--- src/rtl/tft_char_scroll.sv ---
// tft_char_scroll: character/bitmap overlay on the TFT pixel path.
// Renders a CHAR_W x CHAR_H bitmap from an external synchronous row ROM into a
// fixed window, scrolling horizontally by SCROLL_STEP every SCROLL_DIV frames
// with wrap-around. Three-stage pipeline: coordinate -> pix_data in 3 clocks.
// Optional blink: define TFT_CHAR_BLINK_EN to hide the foreground on alternate
// BLINK_FRAMES-long periods.
module tft_char_scroll #(
    parameter int H_VALID      = 480,
    parameter int V_VALID      = 272,
    parameter int WIN_X        = 112,
    parameter int WIN_Y        = 104,
    parameter int CHAR_W       = 256,
    parameter int CHAR_H       = 64,
    parameter int ADDR_W       = 6,
    parameter int SCROLL_DIV   = 4,
    parameter int SCROLL_STEP  = 1,
    parameter int BLINK_FRAMES = 30
) (
    input  logic                       tft_clk,
    input  logic                       sys_rst_n,
    input  logic [9:0]                 i_pix_x,
    input  logic [9:0]                 i_pix_y,
    input  logic                       i_scroll_en,
    input  logic                       i_scroll_dir,
    input  logic [15:0]                i_fg_color,
    input  logic [15:0]                i_bg_color,
    output logic [ADDR_W-1:0]          o_rom_addr,
    input  logic [CHAR_W-1:0]          i_rom_data,
    output logic [15:0]                o_pix_data,
    output logic [$clog2(CHAR_W)-1:0]  o_scroll_ofs
);

    localparam int OFS_W = $clog2(CHAR_W);
    localparam int CNT_W = (SCROLL_DIV > 1) ? $clog2(SCROLL_DIV) : 1;

    localparam logic [9:0]       WX_LO   = 10'(WIN_X);
    localparam logic [10:0]      WX_HI   = 11'(WIN_X + CHAR_W);
    localparam logic [9:0]       WY_LO   = 10'(WIN_Y);
    localparam logic [10:0]      WY_HI   = 11'(WIN_Y + CHAR_H);
    localparam logic [9:0]       X_LAST  = 10'(H_VALID - 1);
    localparam logic [9:0]       Y_LAST  = 10'(V_VALID - 1);
    localparam logic [OFS_W-1:0] STEP    = OFS_W'(SCROLL_STEP);
    localparam logic [CNT_W-1:0] CNT_TOP = CNT_W'(SCROLL_DIV - 1);

    logic              w_in_win;
    logic              w_frame_end;
    logic              w_vis;
    logic [OFS_W-1:0]  w_idx;

    logic [OFS_W-1:0]  r_scroll_ofs;
    logic [CNT_W-1:0]  r_frm_cnt;
    logic [OFS_W-1:0]  r_idx;
    logic [OFS_W-1:0]  r_idx_d2;
    logic              r_win_d1;
    logic              r_win_d2;

    // Window membership, frame-boundary detect and wrapped bitmap column.
    // The 3FF "invalid" marker is rejected explicitly so it can never alias
    // into a window that happens to extend that far.
    always_comb begin
        w_in_win    = (i_pix_x != 10'h3FF) && (i_pix_y != 10'h3FF) &&
                      (i_pix_x >= WX_LO) && ({1'b0, i_pix_x} < WX_HI) &&
                      (i_pix_y >= WY_LO) && ({1'b0, i_pix_y} < WY_HI);
        w_frame_end = (i_pix_x == X_LAST) && (i_pix_y == Y_LAST);
        w_idx       = OFS_W'(i_pix_x - WX_LO) + r_scroll_ofs;
    end

    // Frame divider and scroll offset; only moves at the last visible pixel
    // so a frame is never drawn with two different offsets.
    always_ff @(posedge tft_clk or negedge sys_rst_n) begin
        if (!sys_rst_n) begin
            r_frm_cnt    <= '0;
            r_scroll_ofs <= '0;
        end else if (w_frame_end && i_scroll_en) begin
            if (r_frm_cnt == CNT_TOP) begin
                r_frm_cnt    <= '0;
                r_scroll_ofs <= i_scroll_dir ? (r_scroll_ofs - STEP)
                                             : (r_scroll_ofs + STEP);
            end else begin
                r_frm_cnt <= r_frm_cnt + CNT_W'(1);
            end
        end
    end

    // Stage 1: ROM row address (held outside the window), column index, flag.
    always_ff @(posedge tft_clk or negedge sys_rst_n) begin
        if (!sys_rst_n) begin
            o_rom_addr <= '0;
            r_idx      <= '0;
            r_win_d1   <= 1'b0;
        end else begin
            if (w_in_win)
                o_rom_addr <= ADDR_W'(i_pix_y - WY_LO);
            r_idx    <= w_idx;
            r_win_d1 <= w_in_win;
        end
    end

    // Stage 2: align index and flag with the ROM's one-cycle read.
    always_ff @(posedge tft_clk or negedge sys_rst_n) begin
        if (!sys_rst_n) begin
            r_idx_d2 <= '0;
            r_win_d2 <= 1'b0;
        end else begin
            r_idx_d2 <= r_idx;
            r_win_d2 <= r_win_d1;
        end
    end

`ifdef TFT_CHAR_BLINK_EN
    localparam int BLK_W = (BLINK_FRAMES > 1) ? $clog2(BLINK_FRAMES) : 1;
    localparam logic [BLK_W-1:0] BLK_TOP = BLK_W'(BLINK_FRAMES - 1);

    logic [BLK_W-1:0] r_blink_cnt;
    logic             r_blink_vis;

    // Blink timer: counts every frame boundary regardless of scrolling.
    always_ff @(posedge tft_clk or negedge sys_rst_n) begin
        if (!sys_rst_n) begin
            r_blink_cnt <= '0;
            r_blink_vis <= 1'b1;
        end else if (w_frame_end) begin
            if (r_blink_cnt == BLK_TOP) begin
                r_blink_cnt <= '0;
                r_blink_vis <= ~r_blink_vis;
            end else begin
                r_blink_cnt <= r_blink_cnt + BLK_W'(1);
            end
        end
    end

    assign w_vis = r_blink_vis;
`else
    assign w_vis = 1'b1;
`endif

    // Output stage: MSB of the row word is the leftmost pixel, so the bit
    // index is CHAR_W-1-idx, which is ~idx for a power-of-two width.
    always_ff @(posedge tft_clk or negedge sys_rst_n) begin
        if (!sys_rst_n)
            o_pix_data <= 16'h0000;
        else if (r_win_d2 && i_rom_data[~r_idx_d2] && w_vis)
            o_pix_data <= i_fg_color;
        else
            o_pix_data <= i_bg_color;
    end

    assign o_scroll_ofs = r_scroll_ofs;

endmodule

--- config.mk ---
export PLATFORM = sky130hd
export DESIGN_NAME = tft_char_scroll
export DESIGN_NICKNAME = d
export VERILOG_FILES = /design/src/rtl/tft_char_scroll.sv
export SDC_FILE = /design/constraint.sdc
export NUM_CORES = 1
export LEC_CHECK = 0
export BUFFER_PORTS_ARGS = -buffer_cell sky130_fd_sc_hd__buf_2
export CORE_AREA = 10 10 125 127
export DETAILED_ROUTE_END_ITERATION = 10
export DIE_AREA = 0 0 135 137
export PLACE_DENSITY = 0.74
export SLEW_MARGIN = 20
export SYNTH_ARGS = -nofsm -noshare
export SYNTH_HDL_FRONTEND = slang
export SYNTH_SLANG_ARGS = --single-unit
--- constraint.sdc ---
create_clock -name tft_clk -period 2.6 [get_ports tft_clk]
set_input_delay 0.26 -clock tft_clk [delete_from_list [all_inputs] [get_ports tft_clk]]
set_output_delay 0.26 -clock tft_clk [all_outputs]
set_load 0.01 [all_outputs]
[After elaboration in Yosys (flattened, before gate mapping)]
Index checks and enable logic that the tools add are counted.
Storage, ports and cells
  register bits after elaboration: 50
Operators by class
  muxes and demuxes: 5
  equality and inequality tests: 5
  reductions and logical operators: 9
  magnitude comparators: 5
  bitwise gates (word level): 1
  add/subtract/negate cells: 6
Operator list (count)
  10-bit by 9-bit equality test with 1-bit output, second input constant: 2
  10-bit by 7-bit >= comparator with 1-bit output, second input constant: 2
  10-bit inequality test, second input constant: 2
  16-bit two-way mux: 1
  10-bit by 8-bit less-than comparator with 1-bit output, second input constant: 1
  10-bit by 9-bit less-than comparator with 1-bit output, second input constant: 1
  8-bit by 9-bit less-than comparator with 1-bit output, second input constant: 1
  8-bit by 1-bit adder with 8-bit output, second input constant: 1
  8-bit adder: 1
  1-bit binary-select mux with 8-bit select: 1
  1-bit logical AND: 8
  8-bit two-way mux: 1
  8-bit NOT: 1
  8-bit by 1-bit subtractor with 8-bit output, second input constant: 1
  8-bit by 7-bit subtractor with 8-bit output, second input constant: 1
  6-bit subtractor, second input constant: 1
  2-bit by 1-bit adder with 2-bit output, second input constant: 1
  2-bit equality test, second input constant: 1
  2-bit two-way mux: 1
  2-bit AND reduction: 1
  1-bit two-way mux: 1

[Longest topological paths before layout]
Gate-level depths: netlist of run 1.
  word-level depth: 6
  depth in mapped cells: 11

[Worst setup path after synthesis of run 1]
Ideal clock, no wire load.
  path type: reg-to-reg
  start: reg r_idx_d2[2]
  end: reg o_pix_data[10]
  data arrival time: 2.624 ns
  setup slack: -0.150 ns
  period minus slack after synthesis: 2.750 ns
  data required time: 2.475 ns
  path buffers: 2
  cell stages (with the launch flop): 9
  setup time: 0.125 ns
  path through: dfrtp_1 buf_6 mux4_2 mux4_2 nor4b_4 a2111oi_2 a32oi_4 buf_8 mux2_4
On the way
  word-level cells in the longest chain between the ends: 5
RTL lines
  from (decl): line 53  | logic [OFS_W-1:0] r_idx_d2;
  from (signal assigned): line 105  | r_idx_d2 <= r_idx;
  8-bit NOT: line 142  | else if (r_win_d2 && i_rom_data[~r_idx_d2] && w_vis)
  1-bit binary-select mux with 8-bit select: line 142
  1-bit two-way mux (not written as such): line 142
  1-bit logical AND: line 142
  16-bit two-way mux: line 142
  to (signal assigned): line 143  | o_pix_data <= i_fg_color;
  to (signal assigned): line 145  | o_pix_data <= i_bg_color;
  to (decl): line 29  | output logic [15:0] o_pix_data,
No other way between the ends. The select of a mux whose other input is x is not followed.
A chain may end at the register's enable or synchronous reset.

[Final worst setup path of run 1]
  start: reg r_idx_d2[0]
  end: reg o_pix_data[3]
The elaborated chain is that of the path after synthesis.

==> impl_metrics.py, run 1 <==
metrics = {
    "cts": {
        "cts_max_path_buffers": 2,
        "cts_buffers": 5,
        "path_clk_slew_ns": 0.06,
        "tritoncts": "yes",
        "cts_num_sinks": 50,
        "clockRootBuffer": "clkbuf_16",
        "cts.htree.levels": 2,
        "clk_latency_ns": 0.28,
    },
    "logic_synthesis": {
        "avgSynthCellArea_sq_um": 11.6,
        "synth_nets": 734,
        "ys.warnings.count": 0,
        "synth.cell_area_sq_um": 4620,
        "synth_ff_type": "dfrtp_1",
        "synthArstFlopShare_pct": 100,
        "syn-instance-count": 399,
        "yosysSeqAreaShare_pct": 27.1,
        "yosysUniqueCellTypes": 50,
        "synth_edf_count": 0,
        "ys_ff_latch": 50,
    },
    "global_route": {
        "grt_max_degree": 29,
        "gr-usage-all-layers_pct": 20.6,
        "antenna_found_initial": 3,
        "grt_pass1_wl_microns": 30000,
        "overflow": 0,
        "grt_pass1_vias": 5343,
    },
    "power_and_ir_drop": {
        "power.density_nw_per_um2": 334,
        "vdd_ir_drop_max_uv": 237,
        "p_leak_nw": 3.63,
    },
    "placed_design": {
        "post-dp-hpwl_microns": 17800,
        "placed_cell_area_sq_um": 6740,
        "dp.cells": 925,
        "dp_slack_ns": -0.384,
        "gp_congestion": 0.986,
        "io_buffers": 341,
    },
    "timing": {
        "slew_violations": 0,
        "period_minus_slack_ns": 2.83,
        "skew_ns": 0.00627,
        "fmax_mhz": 353,
        "finalHoldViolCount": 0,
        "fin_ws_ns": -0.232,
        "finalCritPeriodShare_pct": 109,
        "worstMarginPinSlew_ns": 0.453,
        "max_slew_margin_pct": 69.1,
        "rsz0062_at_grt": "true",
        "setup_viol": 16,
    },
    "routing": {
        "drtPass1Iterations": 5,
        "drtAntennaViolNets": 0,
        "viasPerCell": 5.24,
        "drt-total-wl_microns": 20200,
        "wire_per_inst_microns": 21.3,
        "drt-initial-drc-count": 238,
        "vias": 4950,
        "remaining_drc_errors": 0,
    },
    "die": {
        "die_x_microns": 135,
        "fp.dieH_microns": 137,
        "start_util_pct": 35.3,
        "rows": 42,
        "pin_count": 342,
        "core_sq_um": 13100,
        "dieArea_sq_um": 18500,
    },
    "outcome": {
        "violations": "setup timing",
        "outcome": "complete, but fails checks",
    },
    "job": {
        "cap_violations": 0,
    },
    "final_layout": {
        "fin_area_sq_um": 7060,
        "fin_nets": 1101,
        "areaGrowthSynthToFinish_pct": 53.0,
        "instances_no_fill": 944,
        "fillers": 1188,
        "postLayoutCoreUtil_pct": 54.0,
        "layout-drive-gt1-share_pct": 63.4,
    },
    "critical_path": {
        "path_cells": "buf_4, mux4_2, mux4_2, a31oi_1, nand3_1, a32oi_4, buf_12, buf_12, mux2_4",
        "worstPathRequired_ns": 2.77,
        "crit_family": "multiplexers",
        "path_class": "reg2reg",
        "critPathMaxFanout": 8,
        "cp-end-kind": "flop",
        "slowest_stage": "mux4_2",
        "arrival_ns": 3.00,
        "cp_num_buf_inv": 3,
        "cpPeakStageDelay_ns": 0.48,
        "cp-start-kind": "flop",
    },
    "worst_hold_path": {
        "hold_class": "in2reg",
    },
}
## worst min-delay path, stage by stage
cell     delay [ns]
buf_2          0.09
nand2_1        0.05
nand2_1        0.05
## cells in the mapped netlist, drive strengths merged (2+ instances only)
master	n	area [sq um]
a2111oi	6	58.8
a211oi	2	15.0
a21o	5	37.5
a21oi	14	70.1
a22oi	8	60.1
a31oi	6	37.5
buf	19	114
clkbuf	7	26.3
dfrtp	50	1250
fa	2	40.0
ha	21	263
inv	21	78.8
mux2	27	342
mux2i	13	130
mux4	56	1260
nand2	40	150
nand2b	2	12.5
nand3	15	75.1
nand4	4	25.0
nor2	9	33.8
nor2b	8	50.1
nor3	9	45.0
o2111ai	2	17.5
o21ai	15	75.1
o21bai	4	30.0
or4	2	15.0
xnor2	9	78.8
xor2	7	61.3
## final cells by class
type                    count  area [sq um]  share of cell area [%]
clock inverters             1          5.00                  0.0708
multi-input cells         301          3190                    45.1
clock buffers               7           143                    2.02
well taps                 176           220                    3.12
inverters                  22          82.6                    1.17
diodes                      1          2.50                  0.0354
repair buffers            386          2160                    30.6
flip-flops and latches     50          1260                    17.8
## routing by layer
metal / routed length [microns] / GRT usage [%] / up-vias
met5: 23 / 0 / -
met4: 469 / 5.44 / 4
met3: 1960 / 6.38 / 40
met2: 10600 / 37.1 / 267
met1: 7120 / 22.9 / 2345
li1: - / - / 2294
## kinds of logic (layout without fill, tap and decap cells)
family / count (synthesis) / count (layout) / share of synthesized area [%]
AND/OR/NAND/NOR: 98 / 98 / 10.7
multiplexers: 96 / 96 / 37.5
AO/OA/AOI/OAI: 68 / 68 / 10.2
flip-flops: 50 / 50 / 27.1
buffers and inverters: 48 / 416 / 4.82
adder cells (fa/ha/maj): 23 / 23 / 6.56
XOR/XNOR: 16 / 16 / 3.04
other: 0 / 1 / 0
## stage by stage
step	power [mW]	setup TNS, ns	hold slack [ns]
after floorplan	1.28	-1.64	-0.0356
after global placement	1.69	-4.86	0.101
after detailed placement	1.70	-5.58	0.106
after CTS	2.38	-3.68	0.188
after global routing	2.50	-5.01	0.193
final	2.36	-3.54	0.191
## report_power, final
group	switching, mW	total [mW]	internal [mW]
Sequential	0.0280	0.861	0.833
Clock	0.260	0.641	0.381
Combinational	0.362	0.855	0.493
## state kept, by name (all words and copies together), names as in the netlist
register / count
r_idx: 8
r_win_d2: 1
o_pix_data: 16
o_scroll_ofs: 8
r_win_d1: 1
r_frm_cnt: 2
o_rom_addr: 6
r_idx_d2: 8
## worst paths after layout
path | start | endpoint | slack, ns | cells past startpoint
setup / recovery | r_idx_d2[0] | o_pix_data[3] | -0.23 | 9
hold / removal | i_pix_y[0] | o_rom_addr[0] | 0.19 | 3
setup reg to reg | r_idx_d2[0] | o_pix_data[3] | -0.23 | 9
hold reg to reg | r_idx[2] | r_idx_d2[2] | 0.35 | 0
max in group asynchronous | sys_rst_n | r_idx_d2[0] | 1.63 | 3
min in group asynchronous | sys_rst_n | o_rom_addr[3] | 0.35 | 2
## what timing repair did
item	4_1_cts	5_1_grt
gates cloned	1	0
setup endpoints to repair	16	16
gates resized for setup	19	2
hold buffers	1	0
pin swaps	4	1
endpoints found under the hold margin	6	0
setup buffers	9	0
## cell usage in the layout, fill, tap and decap left out, types with 4 or more instances in the layout
master and count:
mux2i_1 12, nand4_1 4, a2111oi_0 4, a21oi_1 14
mux2_4 16, mux4_2 56, o21bai_1 4, clkbuf_16 5
xor2_1 7, a21o_1 5, xnor2_1 9, nand3_1 15
o21ai_0 15, nor3_1 9, a31oi_1 6, buf_12 6
nor2_1 9, buf_2 341, buf_6 4, nor2b_1 8
a22oi_1 7, dfrtp_1 47, buf_4 32, nand2_1 39
inv_1 21, mux2_2 11, ha_1 21
Power figures use the tool's default switching activity.
==> run 2, diff against run 1 <==
--- a/config.mk
+++ b/config.mk
@@ -6,10 +6,10 @@
 export NUM_CORES = 1
 export LEC_CHECK = 0
 export BUFFER_PORTS_ARGS = -buffer_cell sky130_fd_sc_hd__buf_2
-export CORE_AREA = 10 10 125 127
+export CORE_MARGIN = 10
+export CORE_UTILIZATION = 31
 export DETAILED_ROUTE_END_ITERATION = 10
-export DIE_AREA = 0 0 135 137
-export PLACE_DENSITY = 0.74
+export PLACE_DENSITY = 0.67
 export SLEW_MARGIN = 20
 export SYNTH_ARGS = -nofsm -noshare
 export SYNTH_HDL_FRONTEND = slang
==> run 2 against run 1 <==
  * The run still ends with setup timing left
  * Hold slack got worse by 0.15 ns
  * Final cell count rose by 0.85%
  * Critical path depth did not move
  * Worst setup slack improved by 0.030 ns
  * Non-clock buffer count rose by 1
  * Utilization fell by 5.1 points
  * Clock power rose by 4.7%
  * Clock-buffer cell count fell by 2
  * Register-to-register slack improved by 0.03 ns
  * Die area rose by 9.1%
  * Largest power group is now combinational logic
==> impl_metrics.py, run 2 (synthesis results as in run 1) <==
metrics = {
    "power_and_ir_drop": {
        "p_leak_nw": 3.64,
        "combPwrFrac_pct": 36.3,
        "pwr-share-seq_pct": 35.8,
        "p_sw_share_pct": 29.3,
        "p_sw_mw": 0.705,
        "p_int_mw": 1.70,
        "total_power_mw": 2.40,
        "power_frac_clock_pct": 27.9,
        "vdd_ir_drop_max_uv": 335,
        "power.density_nw_per_um2": 337,
    },
    "placed_design": {
        "placed_cell_area_sq_um": 6790,
        "gp_congestion": 0.925,
        "post-dp-hpwl_microns": 17200,
        "io_buffers": 341,
    },
    "final_layout": {
        "layout-drive-gt1-share_pct": 64.2,
        "fin_area_sq_um": 7130,
        "largest-register": "o_pix_data",
        "largest_register_ffs": 16,
        "diodes": 0,
        "layout_commonest_cell": "buf_2",
        "fillers": 1386,
        "multiInputGateArea_sq_um": 3240,
        "seq_area_sq_um": 1260,
        "fin_nets": 1102,
        "areaGrowthSynthToFinish_pct": 54.5,
        "final_cell_mix": "buf_2, mux4_2, dfrtp_1",
    },
    "critical_path": {
        "worstPathRequired_ns": 2.77,
        "path_cells": "buf_4, mux4_2, mux4_2, a31oi_4, nand3_2, a32oi_4, buf_12, buf_12, mux2_4",
        "cp_num_buf_inv": 3,
        "cp-start-kind": "flop",
        "arrival_ns": 2.97,
        "slowest_stage": "mux4_2",
        "critPathMaxFanout": 8,
        "crit_family": "multiplexers",
        "cpPeakStageDelay_ns": 0.53,
        "path_class": "reg2reg",
        "cp-end-kind": "flop",
    },
    "timing": {
        "finalCritPeriodShare_pct": 108,
        "worstMarginPinSlew_ns": 0.768,
        "rsz0062_at_grt": "true",
        "max_slew_margin_pct": 48.8,
        "fin_hold_ws_ns": 0.0378,
        "fin_ws_ns": -0.202,
        "period_minus_slack_ns": 2.80,
        "finalSetupTns_ns": -2.91,
        "fmax_mhz": 357,
        "slew_violations": 0,
        "setup_viol": 16,
        "finalHoldViolCount": 0,
        "skew_ns": 0.0131,
    },
    "routing": {
        "drtAntennaViolNets": 0,
        "drt-initial-drc-count": 199,
        "vias": 4774,
        "viasPerCell": 5.01,
        "wire_per_inst_microns": 20.6,
        "drt-total-wl_microns": 19600,
        "drtPass1Iterations": 4,
        "remaining_drc_errors": 0,
    },
    "global_route": {
        "grt_pass1_vias": 5344,
        "antenna_found_initial": 0,
        "grt_pass1_wl_microns": 29700,
        "overflow": 0,
        "grt_max_degree": 35,
        "gr-usage-all-layers_pct": 18.4,
    },
    "die": {
        "die_x_microns": 142,
        "core_sq_um": 14600,
        "start_util_pct": 31.6,
        "pin_count": 342,
        "fp.dieH_microns": 142,
        "dieArea_sq_um": 20200,
        "rows": 44,
    },
    "cts": {
        "clk_latency_ns": 0.29,
        "cts_buffers": 5,
        "cts.htree.levels": 2,
        "cts_num_sinks": 50,
        "path_clk_slew_ns": 0.07,
        "clockRootBuffer": "clkbuf_16",
        "hold_buffers": 0,
        "tritoncts": "yes",
        "cts_max_path_buffers": 2,
    },
    "outcome": {
        "outcome": "complete, but fails checks",
        "violations": "setup timing",
    },
    "job": {
        "cap_violations": 0,
    },
    "worst_hold_path": {
        "hold_class": "in2async",
    },
}
## run 2: what timing repair did
item | in CTS | in global routing
gates resized for setup | 16 | 12
setup endpoints to repair | 16 | 16
endpoints found under the hold margin | 0 | 0
cloned | 1 | 0
setup buffers | 6 | 0
pin swaps | 3 | 4
## run 2: power groups by stage
stage	Clock [mW]	Sequential [mW]	Combinational (mW)
3_5_place_dp	0	0.878	0.841
4_1_cts	0.694	0.861	0.865
3_3_place_gp	0	0.875	0.829
6_report	0.671	0.860	0.871
2_1_floorplan	0	0.887	0.390
5_1_grt	0.723	0.867	0.951
## run 2: routing by layer
metal | vias to the layer above | GRT usage, % | wire, microns
met1 | 2278 | 20.9 | 7340
li1 | 2289 | - | -
met5 | - | 0 | 0
met4 | 0 | 2.64 | 165
met2 | 194 | 34.2 | 10500
met3 | 13 | 4.71 | 1590
## run 2: worst paths after layout
kind,startpoint,to,slack [ns],cells past startpoint
min in group tft_clk,i_pix_y[0],o_rom_addr[0],0.18,3
max,r_idx_d2[0],o_pix_data[11],-0.20,9
min reg2reg,r_idx[6],r_idx_d2[6],0.34,0
max in group asynchronous,sys_rst_n,o_pix_data[11],1.85,2
max reg2reg,r_idx_d2[0],o_pix_data[11],-0.20,9
min,sys_rst_n,o_rom_addr[1],0.04,1
## run 2: area by class of cell
| type | instances | area share [%] |
|---|---|---|
| inverter | 22 | 1.16 |
| sequential | 50 | 17.6 |
| tap | 184 | 3.23 |
| multi-input combinational | 301 | 45.4 |
| clock inverter | 3 | 0.368 |
| clock buffer | 5 | 1.75 |
| timing repair buffer | 387 | 30.5 |
## run 2: metrics by stage
| step | setup WS (ns) | instances | utilization, % |
|---|---|---|---|
| floorplan | -0.150 | 399 | - |
| global placement | -0.303 | 937 | 46.5 |
| detailed placement | -0.372 | 937 | 46.5 |
| CTS | -0.255 | 952 | 48.5 |
| global route | -0.315 | 952 | 48.9 |
| finish | -0.202 | 952 | 48.9 |
## run 2: worst register-to-register path, stage by stage, from the launching register on
cell and delay (ns):
dfrtp_4 0.52, buf_4 0.15, mux4_2 0.42, mux4_2 0.53, a31oi_4 0.16, nand3_2 0.12, a32oi_4 0.20, buf_12 0.15
buf_12 0.13, mux2_4 0.31
==> run 3, diff against run 2 <==
--- a/config.mk
+++ b/config.mk
@@ -6,10 +6,11 @@
 export NUM_CORES = 1
 export LEC_CHECK = 0
 export BUFFER_PORTS_ARGS = -buffer_cell sky130_fd_sc_hd__buf_2
-export CORE_MARGIN = 10
-export CORE_UTILIZATION = 31
+export CORE_AREA = 2 2 133 135
 export DETAILED_ROUTE_END_ITERATION = 10
-export PLACE_DENSITY = 0.67
+export DIE_AREA = 0 0 135 137
+export GPL_TIMING_DRIVEN = 1
+export SKIP_CTS_REPAIR_TIMING = 1
 export SLEW_MARGIN = 20
 export SYNTH_ARGS = -nofsm -noshare
 export SYNTH_HDL_FRONTEND = slang
==> run 3 against run 2 <==
  * The run still ends with setup timing left
  * Clock power decreased by 3.0%
  * Via count decreased by 0.48%
  * Largest cell class unchanged
  * Non-clock buffer count decreased by 8
  * Register-to-register slack got worse by 0.05 ns
  * Combinational power decreased by 3.1%
  * First-iteration DRC count decreased by 8.5%
  * Critical endpoint is now o_pix_data[1]
  * Routed wire length decreased by 13%
==> impl_metrics.py, run 3 (synthesis results as in run 1) <==
metrics = {
    "cts": {
        "cts_max_path_buffers": 2,
        "cts_num_sinks": 50,
        "clockRootBuffer": "clkbuf_16",
        "tritoncts": "yes",
        "cts.htree.levels": 2,
        "clk_latency_ns": 0.29,
        "cts_buffers": 5,
        "path_clk_slew_ns": 0.07,
    },
    "critical_path": {
        "critPathMaxFanout": 16,
        "arrival_ns": 3.03,
        "cp-start-kind": "flop",
        "worstPathRequired_ns": 2.77,
        "slowest_stage": "mux4_2",
        "cp_common_cell": "mux4_2",
        "r2r-start": "r_idx_d2[0]",
        "path_class": "reg2reg",
        "reg2reg_to": "o_pix_data[1]",
        "r2r_slack_ns": -0.25,
        "path_cells": "clkbuf_4, mux4_2, mux4_2, a31oi_2, nand3_2, a32oi_4, buf_12, mux2_2",
        "r2r_cells": 8,
        "cp-end-kind": "flop",
        "cpPeakStageDelay_ns": 0.51,
    },
    "worst_hold_path": {
        "hold_class": "in2async",
    },
    "final_layout": {
        "fillers": 1682,
        "largest-register": "o_pix_data",
        "layout-drive-gt1-share_pct": 63.0,
        "largest_register_ffs": 16,
        "layout_commonest_cell": "buf_2",
        "fin_nets": 1094,
        "areaGrowthSynthToFinish_pct": 52.2,
        "fin_area_sq_um": 7030,
        "final_cell_mix": "buf_2, mux4_2, dfrtp_1",
        "instances_no_fill": 988,
    },
    "placed_design": {
        "gp_congestion": 0.924,
        "post-dp-hpwl_microns": 14700,
        "dp_slack_ns": -0.364,
        "placed_cell_area_sq_um": 6820,
        "io_buffers": 341,
        "dp.cells": 975,
    },
    "routing": {
        "drtAntennaViolNets": 0,
        "drt-total-wl_microns": 17000,
        "drtPass1Iterations": 4,
        "viasPerCell": 4.81,
        "wire_per_inst_microns": 17.2,
        "drt-initial-drc-count": 182,
        "vias": 4751,
        "remaining_drc_errors": 0,
    },
    "die": {
        "rows": 48,
        "die_x_microns": 135,
        "fp.dieH_microns": 137,
        "core_sq_um": 17100,
        "dieArea_sq_um": 18500,
        "pin_count": 342,
        "start_util_pct": 27.1,
    },
    "timing": {
        "rsz0062_at_grt": "true",
        "setup_viol": 16,
        "finalHoldViolCount": 0,
        "period_minus_slack_ns": 2.85,
        "slew_violations": 0,
        "finalSetupTns_ns": -3.56,
        "skew_ns": 0.00564,
        "worstMarginPinSlew_ns": 0.772,
        "finalCritPeriodShare_pct": 110,
        "fin_ws_ns": -0.255,
        "max_slew_margin_pct": 48.5,
        "fmax_mhz": 350,
    },
    "global_route": {
        "antenna_found_initial": 3,
        "gr-usage-all-layers_pct": 17.4,
        "grt_pass1_vias": 4834,
        "grt_pass1_wl_microns": 25000,
        "overflow": 0,
        "grt_max_degree": 36,
    },
    "outcome": {
        "violations": "setup timing",
        "outcome": "complete, but fails checks",
    },
    "power_and_ir_drop": {
        "p_leak_nw": 3.56,
        "vdd_ir_drop_max_uv": 203,
        "total_power_mw": 2.35,
        "power.density_nw_per_um2": 335,
    },
    "job": {
        "cap_violations": 0,
    },
}
run 3: worst max-delay path: cells and delay by family (launching register included):
family	cells	cell delay (ns)
flops	1	0.42
mux	3	1.35
compound gates	2	0.46
buf+inv	2	0.38
simple gates	1	0.12
run 3: routing by layer:
layer / global-route usage (%) / part of all wire [%]
met3: 2.74 / 6.2
met5: 0 / 0
met4: 4.57 / 1.9
met1: 21.5 / 41
met2: 31.5 / 51
run 3: power by group:
part	total [mW]	leakage (nW)	switching [mW]	internal (mW)
Combinational	0.844	2.87	0.360	0.484
Sequential	0.858	0.616	0.0258	0.833
Clock	0.651	0.0739	0.270	0.382
run 3: through the flow:
stage	hold WS, ns	util (%)
6_report	0.0460	41.2
3_5_place_dp	0.335	40.0
4_1_cts	0.0735	40.8
3_3_place_gp	0.332	40.0
5_1_grt	0.105	41.2
2_1_floorplan	-0.0356	-
run 3: area by class of cell:
class	count	area (sq um)	area share (%)
clock inverter	1	5.00	0.0712
tap	225	282	4.01
clock buffer	7	143	2.03
timing repair buffer	379	2080	29.6
antenna	3	7.51	0.107
inverter	22	82.6	1.18
sequential	50	1260	17.9
multi-input combinational	301	3170	45.1
run 3: worst max-delay path by stage:
stage,startpoint,slack [ns],end
2_1_floorplan,r_idx_d2[2],-0.15,o_pix_data[10]
3_3_place_gp,r_idx_d2[2],-0.29,o_pix_data[2]
3_5_place_dp,r_idx_d2[2],-0.36,o_pix_data[1]
4_1_cts,r_idx_d2[2],-0.39,o_pix_data[1]
5_1_grt,r_idx_d2[0],-0.38,o_pix_data[1]
6_report,r_idx_d2[0],-0.25,o_pix_data[1]
